## src/rtl/datapath_pkg.sv

```systemverilog
// Shared encodings for the parametrised datapath: ALU opcodes, shifter codes,
// write-data select constants and the multiplier FSM state type.
package datapath_pkg;

    localparam logic [2:0] ALU_ADD  = 3'b000;
    localparam logic [2:0] ALU_SUB  = 3'b001;
    localparam logic [2:0] ALU_AND  = 3'b010;
    localparam logic [2:0] ALU_MVN  = 3'b011;
    localparam logic [2:0] ALU_OR   = 3'b100;
    localparam logic [2:0] ALU_XOR  = 3'b101;
    localparam logic [2:0] ALU_MUL  = 3'b110;
    localparam logic [2:0] ALU_ZERO = 3'b111;

    localparam logic [1:0] SH_PASS = 2'b00;
    localparam logic [1:0] SH_LSL  = 2'b01;
    localparam logic [1:0] SH_LSR  = 2'b10;
    localparam logic [1:0] SH_ASR  = 2'b11;

    localparam logic [3:0] VSEL_MDATA = 4'b1000;
    localparam logic [3:0] VSEL_IMM8  = 4'b0100;
    localparam logic [3:0] VSEL_PC    = 4'b0010;
    localparam logic [3:0] VSEL_C     = 4'b0001;

    typedef enum logic {
        MS_IDLE = 1'b0,
        MS_RUN  = 1'b1
    } mul_state_t;

endpackage

```

## src/rtl/datapath_param_if.sv

```systemverilog
// Control/data bundle between the controller (master) and the datapath (slave).
interface datapath_param_if #(
    parameter int WIDTH = 16,
    parameter int NREGS = 8,
    parameter int PC_W  = 9
);
    import datapath_pkg::*;

    localparam int RW = (NREGS > 1) ? $clog2(NREGS) : 1;

    logic [RW-1:0]    readnum;
    logic [RW-1:0]    writenum;
    logic             write;
    logic [3:0]       vsel;
    logic             loada;
    logic             loadb;
    logic             asel;
    logic             bsel;
    logic [1:0]       shift;
    logic [2:0]       ALUop;
    logic             loadc;
    logic             loads;
    logic [WIDTH-1:0] sximm8;
    logic [WIDTH-1:0] sximm5;
    logic [WIDTH-1:0] mdata;
    logic [PC_W-1:0]  PC;
    logic [WIDTH-1:0] datapath_out;
    logic             Z_out;
    logic             N_out;
    logic             V_out;
    logic             busy;
    logic             done;

    modport master (
        output readnum, writenum, write, vsel, loada, loadb, asel, bsel,
               shift, ALUop, loadc, loads, sximm8, sximm5, mdata, PC,
        input  datapath_out, Z_out, N_out, V_out, busy, done
    );

    modport slave (
        input  readnum, writenum, write, vsel, loada, loadb, asel, bsel,
               shift, ALUop, loadc, loads, sximm8, sximm5, mdata, PC,
        output datapath_out, Z_out, N_out, V_out, busy, done
    );

endinterface

```

## src/rtl/datapath_param_seq_mul.sv

```systemverilog
// Iterative shift-add multiplier: one multiplier bit per cycle, WIDTH cycles.
// o_fin marks the final step; o_product_lo/o_ovf are the value being
// committed on that step so the owner can capture it on the same edge.
module seq_mul
    import datapath_pkg::*;
#(
    parameter int WIDTH = 16
) (
    input  logic             clk,
    input  logic             reset,
    input  logic             i_start,
    input  logic [WIDTH-1:0] i_op_a,
    input  logic [WIDTH-1:0] i_op_b,
    output logic             o_busy,
    output logic             o_done,
    output logic             o_fin,
    output logic [WIDTH-1:0] o_product_lo,
    output logic             o_ovf
);

    localparam int CW = $clog2(WIDTH + 1);

    mul_state_t         r_state;
    mul_state_t         w_state_nxt;
    logic [2*WIDTH-1:0] r_mcand;
    logic [2*WIDTH-1:0] r_acc;
    logic [2*WIDTH-1:0] w_acc_nxt;
    logic [WIDTH-1:0]   r_mplier;
    logic [CW-1:0]      r_cnt;
    logic               r_done;
    logic               w_last;

    assign w_last    = (r_state == MS_RUN) && (r_cnt == CW'(WIDTH - 1));
    assign w_acc_nxt = r_acc + (r_mplier[0] ? r_mcand : '0);

    // State register; reset aborts any multiply in flight
    always_ff @(posedge clk) begin
        if (reset) r_state <= MS_IDLE;
        else       r_state <= w_state_nxt;
    end

    // Next-state: start from IDLE, leave RUN after the last step
    always_comb begin
        w_state_nxt = r_state;
        case (r_state)
            MS_IDLE: if (i_start) w_state_nxt = MS_RUN;
            MS_RUN:  if (w_last)  w_state_nxt = MS_IDLE;
        endcase
    end

    // Operand capture and one shift-add step per RUN cycle
    always_ff @(posedge clk) begin
        if (reset) begin
            r_mcand  <= '0;
            r_mplier <= '0;
            r_acc    <= '0;
            r_cnt    <= '0;
            r_done   <= 1'b0;
        end else begin
            r_done <= w_last;
            if ((r_state == MS_IDLE) && i_start) begin
                r_mcand  <= {{WIDTH{1'b0}}, i_op_a};
                r_mplier <= i_op_b;
                r_acc    <= '0;
                r_cnt    <= '0;
            end else if (r_state == MS_RUN) begin
                r_acc    <= w_acc_nxt;
                r_mcand  <= r_mcand << 1;
                r_mplier <= r_mplier >> 1;
                r_cnt    <= r_cnt + CW'(1);
            end
        end
    end

    assign o_busy       = (r_state == MS_RUN);
    assign o_done       = r_done;
    assign o_fin        = w_last;
    assign o_product_lo = w_acc_nxt[WIDTH-1:0];
    assign o_ovf        = |w_acc_nxt[2*WIDTH-1:WIDTH];

endmodule

```

## src/rtl/datapath_param.sv

```systemverilog
// Parametrised datapath: register file, A/B/C registers, shifter, ALU,
// Z/N/V status and an iterative multiplier with busy/done handshake.
module datapath_param
    import datapath_pkg::*;
#(
    parameter int WIDTH = 16,
    parameter int NREGS = 8,
    parameter int PC_W  = 9
) (
    input  logic            clk,
    input  logic            reset,
    datapath_param_if.slave dp
);

    logic [WIDTH-1:0] r_regs [NREGS];
    logic [WIDTH-1:0] r_a;
    logic [WIDTH-1:0] r_b;
    logic [WIDTH-1:0] r_c;
    logic             r_z;
    logic             r_n;
    logic             r_v;
    logic             r_mul_loads;

    logic [WIDTH-1:0] w_data_in;
    logic [WIDTH-1:0] w_rd;
    logic [WIDTH-1:0] w_bsh;
    logic [WIDTH-1:0] w_ain;
    logic [WIDTH-1:0] w_bin;
    logic [WIDTH-1:0] w_alu;
    logic             w_v;
    logic             w_mul_start;
    logic             w_c_load;
    logic             w_mul_busy;
    logic             w_mul_done;
    logic             w_mul_fin;
    logic             w_mul_ovf;
    logic [WIDTH-1:0] w_mul_lo;

    // Write-data select; anything that is not one-hot writes zero
    always_comb begin
        case (dp.vsel)
            VSEL_MDATA: w_data_in = dp.mdata;
            VSEL_IMM8:  w_data_in = dp.sximm8;
            VSEL_PC:    w_data_in = WIDTH'(dp.PC);
            VSEL_C:     w_data_in = r_c;
            default:    w_data_in = '0;
        endcase
    end

    // Register file write port; read port is combinational (old value on collision)
    always_ff @(posedge clk) begin
        if (reset) begin
            for (int i = 0; i < NREGS; i++) r_regs[i] <= '0;
        end else if (dp.write) begin
            r_regs[dp.writenum] <= w_data_in;
        end
    end

    assign w_rd = r_regs[dp.readnum];

    // Operand registers load from the read port, also while a multiply runs
    always_ff @(posedge clk) begin
        if (reset) begin
            r_a <= '0;
            r_b <= '0;
        end else begin
            if (dp.loada) r_a <= w_rd;
            if (dp.loadb) r_b <= w_rd;
        end
    end

    // Shifter on the B path
    always_comb begin
        case (dp.shift)
            SH_PASS: w_bsh = r_b;
            SH_LSL:  w_bsh = {r_b[WIDTH-2:0], 1'b0};
            SH_LSR:  w_bsh = {1'b0, r_b[WIDTH-1:1]};
            default: w_bsh = {r_b[WIDTH-1], r_b[WIDTH-1:1]};
        endcase
    end

    assign w_ain = dp.asel ? '0 : r_a;
    assign w_bin = dp.bsel ? dp.sximm5 : w_bsh;

    // Single-cycle ALU; MUL is produced by seq_mul, code 111 yields zero
    always_comb begin
        w_alu = '0;
        w_v   = 1'b0;
        case (dp.ALUop)
            ALU_ADD: begin
                w_alu = w_ain + w_bin;
                w_v   = (w_ain[WIDTH-1] == w_bin[WIDTH-1]) && (w_alu[WIDTH-1] != w_ain[WIDTH-1]);
            end
            ALU_SUB: begin
                w_alu = w_ain - w_bin;
                w_v   = (w_ain[WIDTH-1] != w_bin[WIDTH-1]) && (w_alu[WIDTH-1] != w_ain[WIDTH-1]);
            end
            ALU_AND: w_alu = w_ain & w_bin;
            ALU_MVN: w_alu = ~w_bin;
            ALU_OR:  w_alu = w_ain | w_bin;
            ALU_XOR: w_alu = w_ain ^ w_bin;
            default: w_alu = '0;
        endcase
    end

    assign w_mul_start = dp.loadc && (dp.ALUop == ALU_MUL) && !w_mul_busy;
    assign w_c_load    = dp.loadc && (dp.ALUop != ALU_MUL) && !w_mul_busy;

    seq_mul #(.WIDTH(WIDTH)) u_mul (
        .clk          (clk),
        .reset        (reset),
        .i_start      (w_mul_start),
        .i_op_a       (w_ain),
        .i_op_b       (w_bin),
        .o_busy       (w_mul_busy),
        .o_done       (w_mul_done),
        .o_fin        (w_mul_fin),
        .o_product_lo (w_mul_lo),
        .o_ovf        (w_mul_ovf)
    );

    // Result and status: multiply completion or an idle single-cycle op
    always_ff @(posedge clk) begin
        if (reset) begin
            r_c         <= '0;
            r_z         <= 1'b0;
            r_n         <= 1'b0;
            r_v         <= 1'b0;
            r_mul_loads <= 1'b0;
        end else begin
            if (w_mul_start) r_mul_loads <= dp.loads;
            if (w_mul_fin) begin
                r_c <= w_mul_lo;
                if (r_mul_loads) begin
                    r_z <= (w_mul_lo == '0);
                    r_n <= w_mul_lo[WIDTH-1];
                    r_v <= w_mul_ovf;
                end
            end else if (w_c_load) begin
                r_c <= w_alu;
                if (dp.loads) begin
                    r_z <= (w_alu == '0);
                    r_n <= w_alu[WIDTH-1];
                    r_v <= w_v;
                end
            end
        end
    end

    assign dp.datapath_out = r_c;
    assign dp.Z_out        = r_z;
    assign dp.N_out        = r_n;
    assign dp.V_out        = r_v;
    assign dp.busy         = w_mul_busy;
    assign dp.done         = w_mul_done;

endmodule

```

## src/flat_wrapper.sv

```systemverilog
// flat-port wrapper written by rule: the top's interface ports become plain ports
module datapath_param_flat import datapath_pkg::*;
#(
    parameter int WIDTH = 16,
    parameter int NREGS = 8,
    parameter int PC_W  = 9
)
  (clk, reset, dp_readnum, dp_writenum, dp_write, dp_vsel, dp_loada, dp_loadb, dp_asel, dp_bsel, dp_shift, dp_ALUop, dp_loadc, dp_loads, dp_sximm8, dp_sximm5, dp_mdata, dp_PC, dp_datapath_out, dp_Z_out, dp_N_out, dp_V_out, dp_busy, dp_done);
  datapath_param_if #(.WIDTH(WIDTH), .NREGS(NREGS), .PC_W(PC_W)) dp_i ();
  input  logic clk;
  input  logic reset;
  input wire logic [$bits(dp_i.readnum)-1:0] dp_readnum;
  input wire logic [$bits(dp_i.writenum)-1:0] dp_writenum;
  input wire logic [$bits(dp_i.write)-1:0] dp_write;
  input wire logic [$bits(dp_i.vsel)-1:0] dp_vsel;
  input wire logic [$bits(dp_i.loada)-1:0] dp_loada;
  input wire logic [$bits(dp_i.loadb)-1:0] dp_loadb;
  input wire logic [$bits(dp_i.asel)-1:0] dp_asel;
  input wire logic [$bits(dp_i.bsel)-1:0] dp_bsel;
  input wire logic [$bits(dp_i.shift)-1:0] dp_shift;
  input wire logic [$bits(dp_i.ALUop)-1:0] dp_ALUop;
  input wire logic [$bits(dp_i.loadc)-1:0] dp_loadc;
  input wire logic [$bits(dp_i.loads)-1:0] dp_loads;
  input wire logic [$bits(dp_i.sximm8)-1:0] dp_sximm8;
  input wire logic [$bits(dp_i.sximm5)-1:0] dp_sximm5;
  input wire logic [$bits(dp_i.mdata)-1:0] dp_mdata;
  input wire logic [$bits(dp_i.PC)-1:0] dp_PC;
  output wire logic [$bits(dp_i.datapath_out)-1:0] dp_datapath_out;
  output wire logic [$bits(dp_i.Z_out)-1:0] dp_Z_out;
  output wire logic [$bits(dp_i.N_out)-1:0] dp_N_out;
  output wire logic [$bits(dp_i.V_out)-1:0] dp_V_out;
  output wire logic [$bits(dp_i.busy)-1:0] dp_busy;
  output wire logic [$bits(dp_i.done)-1:0] dp_done;
  assign dp_i.readnum = dp_readnum;
  assign dp_i.writenum = dp_writenum;
  assign dp_i.write = dp_write;
  assign dp_i.vsel = dp_vsel;
  assign dp_i.loada = dp_loada;
  assign dp_i.loadb = dp_loadb;
  assign dp_i.asel = dp_asel;
  assign dp_i.bsel = dp_bsel;
  assign dp_i.shift = dp_shift;
  assign dp_i.ALUop = dp_ALUop;
  assign dp_i.loadc = dp_loadc;
  assign dp_i.loads = dp_loads;
  assign dp_i.sximm8 = dp_sximm8;
  assign dp_i.sximm5 = dp_sximm5;
  assign dp_i.mdata = dp_mdata;
  assign dp_i.PC = dp_PC;
  assign dp_datapath_out = dp_i.datapath_out;
  assign dp_Z_out = dp_i.Z_out;
  assign dp_N_out = dp_i.N_out;
  assign dp_V_out = dp_i.V_out;
  assign dp_busy = dp_i.busy;
  assign dp_done = dp_i.done;
  datapath_param #(.WIDTH(WIDTH), .NREGS(NREGS), .PC_W(PC_W)) u_core (.clk(clk), .reset(reset), .dp(dp_i));
endmodule
```

## config.mk

```make
export PLATFORM = sky130hd
export DESIGN_NAME = datapath_param_flat
export DESIGN_NICKNAME = d
export VERILOG_FILES = /design/src/rtl/datapath_pkg.sv /design/src/rtl/datapath_param_if.sv /design/src/rtl/datapath_param_seq_mul.sv /design/src/rtl/datapath_param.sv /design/src/flat_wrapper.sv
export SDC_FILE = /design/constraint.sdc
export NUM_CORES = 1
export LEC_CHECK = 0
export CORE_MARGIN = 4
export CORE_UTILIZATION = 50
export CTS_CLUSTER_DIAMETER = 100
export DETAILED_ROUTE_END_ITERATION = 6
export PLACE_DENSITY = 0.69
export SETUP_SLACK_MARGIN = 0.4
export SYNTH_ARGS = -nofsm -noshare
export SYNTH_HDL_FRONTEND = slang
export SYNTH_SLANG_ARGS = --single-unit
```

## constraint.sdc

```tcl
create_clock -name clk -period 6 [get_ports clk]
set_input_delay 1.2 -clock clk [delete_from_list [all_inputs] [get_ports clk]]
set_output_delay 1.2 -clock clk [all_outputs]
set_load 0.03 [all_outputs]
```

==> out/summary.log, run 1 <==
INFO  global_route   grt_pass1_wl=80000µm
INFO  min_path       hold_depth=2
INFO  global_route   grtUsageTotal=28.2%
INFO  global_route   vias_in_the_first_global_route=13500
INFO  floorplanning  coreArea=32500µm²
INFO  sta            grt_setup_unrepaired=false
INFO  routing        totalWireLength=51700µm
INFO  routing        drt_iter0_drc=1482
INFO  floorplanning  fp-row-count=66
INFO  floorplanning  die_y=190µm
INFO  routing        num_vias=14200
INFO  clock_network  clk_pin_slew=60ps
INFO  setup_path     setup.reg_to_reg.worst_slack=1380ps
INFO  clock_network  cts_post_setup_buffers_inserted=0
INFO  setup_path     r2r-start=u_core.u_mul.r_mplier[0]
INFO  floorplanning  ios=102
INFO  setup_path     cp_max_fo=9
INFO  setup_path     cell_breakdown_of_the_critical_path=clkdlybuf4s50_1 -> buf_4 -> mux2i_1 -> o21ai_0 -> mux2i_1 -> ha_1 -> nor2b_1 -> o211a_1 -> o21bai_1 -> nand2_1 -> o41a_1 -> a31oi_1 -> xnor2_1 -> o221ai_1 -> or4_1 -> a31oi_1
INFO  synth          synth.distinct_cells=79
INFO  synth          synth_area=16500µm²
INFO  floorplanning  floorplan.initialDensity=50.6%
INFO  placed_design  port_buffers=101
INFO  global_route   grt_max_degree=64
INFO  run            maxCapViolCount=0
INFO  finish         finish.net_count=2056
INFO  routing        detail_route.vias_per_cell=6.03
INFO  sta            fin_crit=5260ps
INFO  global_route   gr-total-overflow=0
INFO  pwr            p_leak=7.47nW
INFO  routing        antenna_left=0
INFO  clock_network  cts.sink_count=267
INFO  synth          synth_top_area_share=23.3%
INFO  sta            final_max_slew_viol_count=0
INFO  clock_network  clock_latency=590ps
INFO  routing        drtPass1Iterations=6
INFO  sta            tightest_slew=1240ps
INFO  sta            relSlewSlack=17.4%
INFO  pwr            power_per_cell_area=247nW/µm²
INFO  synth          yosysSeqAreaShare=40.2%
INFO  synth          synth.area.top_cells=edfxtp_1 (23%), dfxtp_1 (17%), nor2_1 (8.7%), ha_1 (6.5%), mux2i_1 (6.0%)
INFO  synth          post-synth-top-area-cell=edfxtp_1
INFO  setup_path     element_type_at_the_critical_path_end=register
INFO  placed_design  total_half_perimeter_wirelength_after_legalization_and_detailed_placement=37200µm
INFO  sta            post_route_skew=14.0ps
INFO  sta            report.final.hold_viol_count=0
INFO  outcome        status=completed
INFO  clock_network  cts-buffers-inserted=31
INFO  clock_network  max-clock-path-buffers=3
INFO  sta            fmax=190MHz
INFO  finish         syn_to_final_growth=15.6%
INFO  sta            tns=0ps
INFO  synth          synth_warnings=0
INFO  min_path       hold_start=u_core.u_mul.r_acc[18]
INFO  setup_path     r2r_end=u_core.dp.V_out
INFO  clock_network  post_cts_hold_buffer_count=0
INFO  synth          synth-seq-cells=267
INFO  synth          synth.avg_cell_area=9.07µm²
INFO  clock_network  clock_tree_from_tritoncts=done
INFO  global_route   antenna_found_initial=1
INFO  routing        route.detailed.wl_per_inst=22.0µm
INFO  finish         final_util=58.6%
INFO  min_path       hp-class=reg2reg
INFO  setup_path     reg2regPathDepth=14
INFO  floorplanning  fp.dieArea=35900µm²
INFO  finish         final_layout_size_suffix_gt1_share=8.63%
INFO  synth          asyncSetResetFlopFracSynth=0%
INFO  setup_path     worst-endpoint-arrival=5770ps
INFO  setup_path     worst_ep_required_time=6510ps
INFO  setup_path     worstSetupStartpointType=input port
INFO  routing        drt_drc_violations_left=0
INFO  clock_network  cts_max_level=1
INFO  setup_path     criticalPathCategory=in2reg
INFO  synth          synth_nets=1985
INFO  setup_path     crit_slowest_cell=clkdlybuf4s50_1
INFO  finish         n_fill_cell=2944
INFO  floorplanning  die_width=190µm
INFO  pwr            ir_drop=0.258mV
INFO  setup_path     critical-path-max-stage-delay=590ps
INFO  synth          synth_enable_flop_cells=128
INFO  sta            finalSetupViolCount=0
INFO  placed_design  gp_congestion=1.00
INFO  synth          syn-instance-count=1817
INFO  sta            timing.final.crit_share=87.6%
INFO  clock_network  root_buffer=clkbuf_16
INFO  synth          ys_dominant_reg_cell=dfxtp_1
INFO  min_path       whs_endpoint=u_core.u_mul.r_acc[18]
-- flip-flops by register name (all words and copies together), names as in the netlist --
name	flops
u_core.dp.N_out	1
u_core.dp.V_out	1
u_core.dp.Z_out	1
u_core.dp.datapath_out	16
u_core.r_a	16
u_core.r_b	16
u_core.r_mul_loads	1
u_core.r_regs	128
u_core.u_mul.o_busy	1
u_core.u_mul.o_done	1
u_core.u_mul.r_acc	32
u_core.u_mul.r_cnt	5
u_core.u_mul.r_mcand	32
u_core.u_mul.r_mplier	16
-- layout by cell type, fill, tap and decap left out, types with 15 or more instances in the layout --
master / instances
a221oi_1: 15
nor3_1: 24
clkbuf_16: 32
a21o_1: 16
mux2i_1: 99
dfxtp_1: 138
ha_1: 85
nor2b_1: 17
clkdlybuf4s50_1: 99
nand3_1: 21
and2_1: 34
buf_4: 47
nor2_1: 379
nand2b_1: 34
xnor2_1: 25
edfxtp_1: 128
mux4_2: 32
o21ai_0: 55
nand2_1: 95
a211oi_1: 68
inv_1: 65
a21oi_1: 139
-- final cells by class --
class	count	area, µm²	share of cell area, %
clock buffers	45	886	4.65
clock inverters	13	134	0.703
flip-flops and latches	267	6630	34.8
repair buffers	149	1370	7.21
multi-input cells	1373	9230	48.4
inverters	66	248	1.30
well taps	442	553	2.90
diodes	1	2.50	0.0131
-- worst max-delay path: cells and delay by family --
family,cells,cell delay (ps)
AO/OA/AOI/OAI,7,1500
AND/OR/NAND/NOR,3,970
buffers and inverters,2,780
multiplexers,2,700
adder cells (fa/ha/maj),1,450
XOR/XNOR,1,150
-- power breakdown --
| part | switching (mW) | internal, mW |
|---|---|---|
| clock | 0.788 | 1.11 |
| combinational | 0.465 | 0.312 |
| sequential | 0.0577 | 1.98 |
-- how the worst max path moves through the flow --
| stage | from | to | cells after the start |
|---|---|---|---|
| 5_1_grt | dp_shift[1] | u_core.dp.Z_out | 17 |
| 3_3_place_gp | dp_shift[1] | u_core.dp.Z_out | 16 |
| 2_1_floorplan | dp_shift[0] | u_core.dp.Z_out | 18 |
| 4_1_cts | dp_shift[1] | u_core.dp.Z_out | 17 |
| 6_report | dp_shift[0] | u_core.dp.Z_out | 16 |
| 3_5_place_dp | dp_shift[1] | u_core.dp.Z_out | 17 |
-- per-layer routing --
layer	vias up	GRT usage, %	wire length [µm]
li1	6735	-	-
met1	6832	40.1	22900
met2	562	44.8	23300
met3	84	4.61	3910
met4	0	8.04	1640
met5	-	0	0
-- synthesized netlist by cell type (all sizes together), types with 6 or more instances --
cell and number:
ha 85, a22o 11, a21o 16, nand2 95, o21bai 8, a221oi 17
nor2 380, nand2b 34, o31ai 9, mux4 32, or4 7, a21oi 140
buf 19, clkbuf 92, nand4 7, dfxtp 139, o211ai 10, nor2b 17
edfxtp 128, nor4 11, o21ai 59, and2 34, xnor2 25, and3 13
or2 9, nor4b 6, or3 9, nand3 21, inv 65, o21a 7
nor3b 7, mux2i 99, nor3 24, a211oi 69, a222oi 8, a31oi 13
xor2 12, a211o 11
-- stage by stage --
step,power (mW),setup slack [ps],cell area [µm²],hold slack [ps],cells
3_5_place_dp,2.83,102,18000,465,2297
4_1_cts,4.73,680,19000,474,2355
3_3_place_gp,2.83,127,18000,458,2297
5_1_grt,4.88,397,19100,488,2356
2_1_floorplan,2.53,1090,16500,450,1817
6_report,4.71,743,19100,473,2356
-- timing repair --
item | 4_1_cts | 5_1_grt
endpoints found under the setup margin | 0 | 1
gates resized for setup | 0 | 3
endpoints found under the hold margin | 0 | 0
-- cells by family (layout without fill, tap and decap cells) --
family | after synthesis | in the layout | share of synthesized area (%)
adder cells (fa/ha/maj) | 87 | 87 | 6.70
XOR/XNOR | 37 | 37 | 1.97
buffers and inverters | 177 | 273 | 4.11
other | 0 | 1 | 0
multiplexers | 136 | 136 | 10.8
AO/OA/AOI/OAI | 427 | 427 | 17.4
flip-flops | 267 | 267 | 40.2
AND/OR/NAND/NOR | 686 | 686 | 18.9
No activity file was read; power rests on OpenSTA's default activity.
==> run 2, diff against run 1 <==
Settings changed: TNS_END_PERCENT set to 5.
==> results of run 2 <==
Final layout, timing and power as in run 1 (identical DEF).
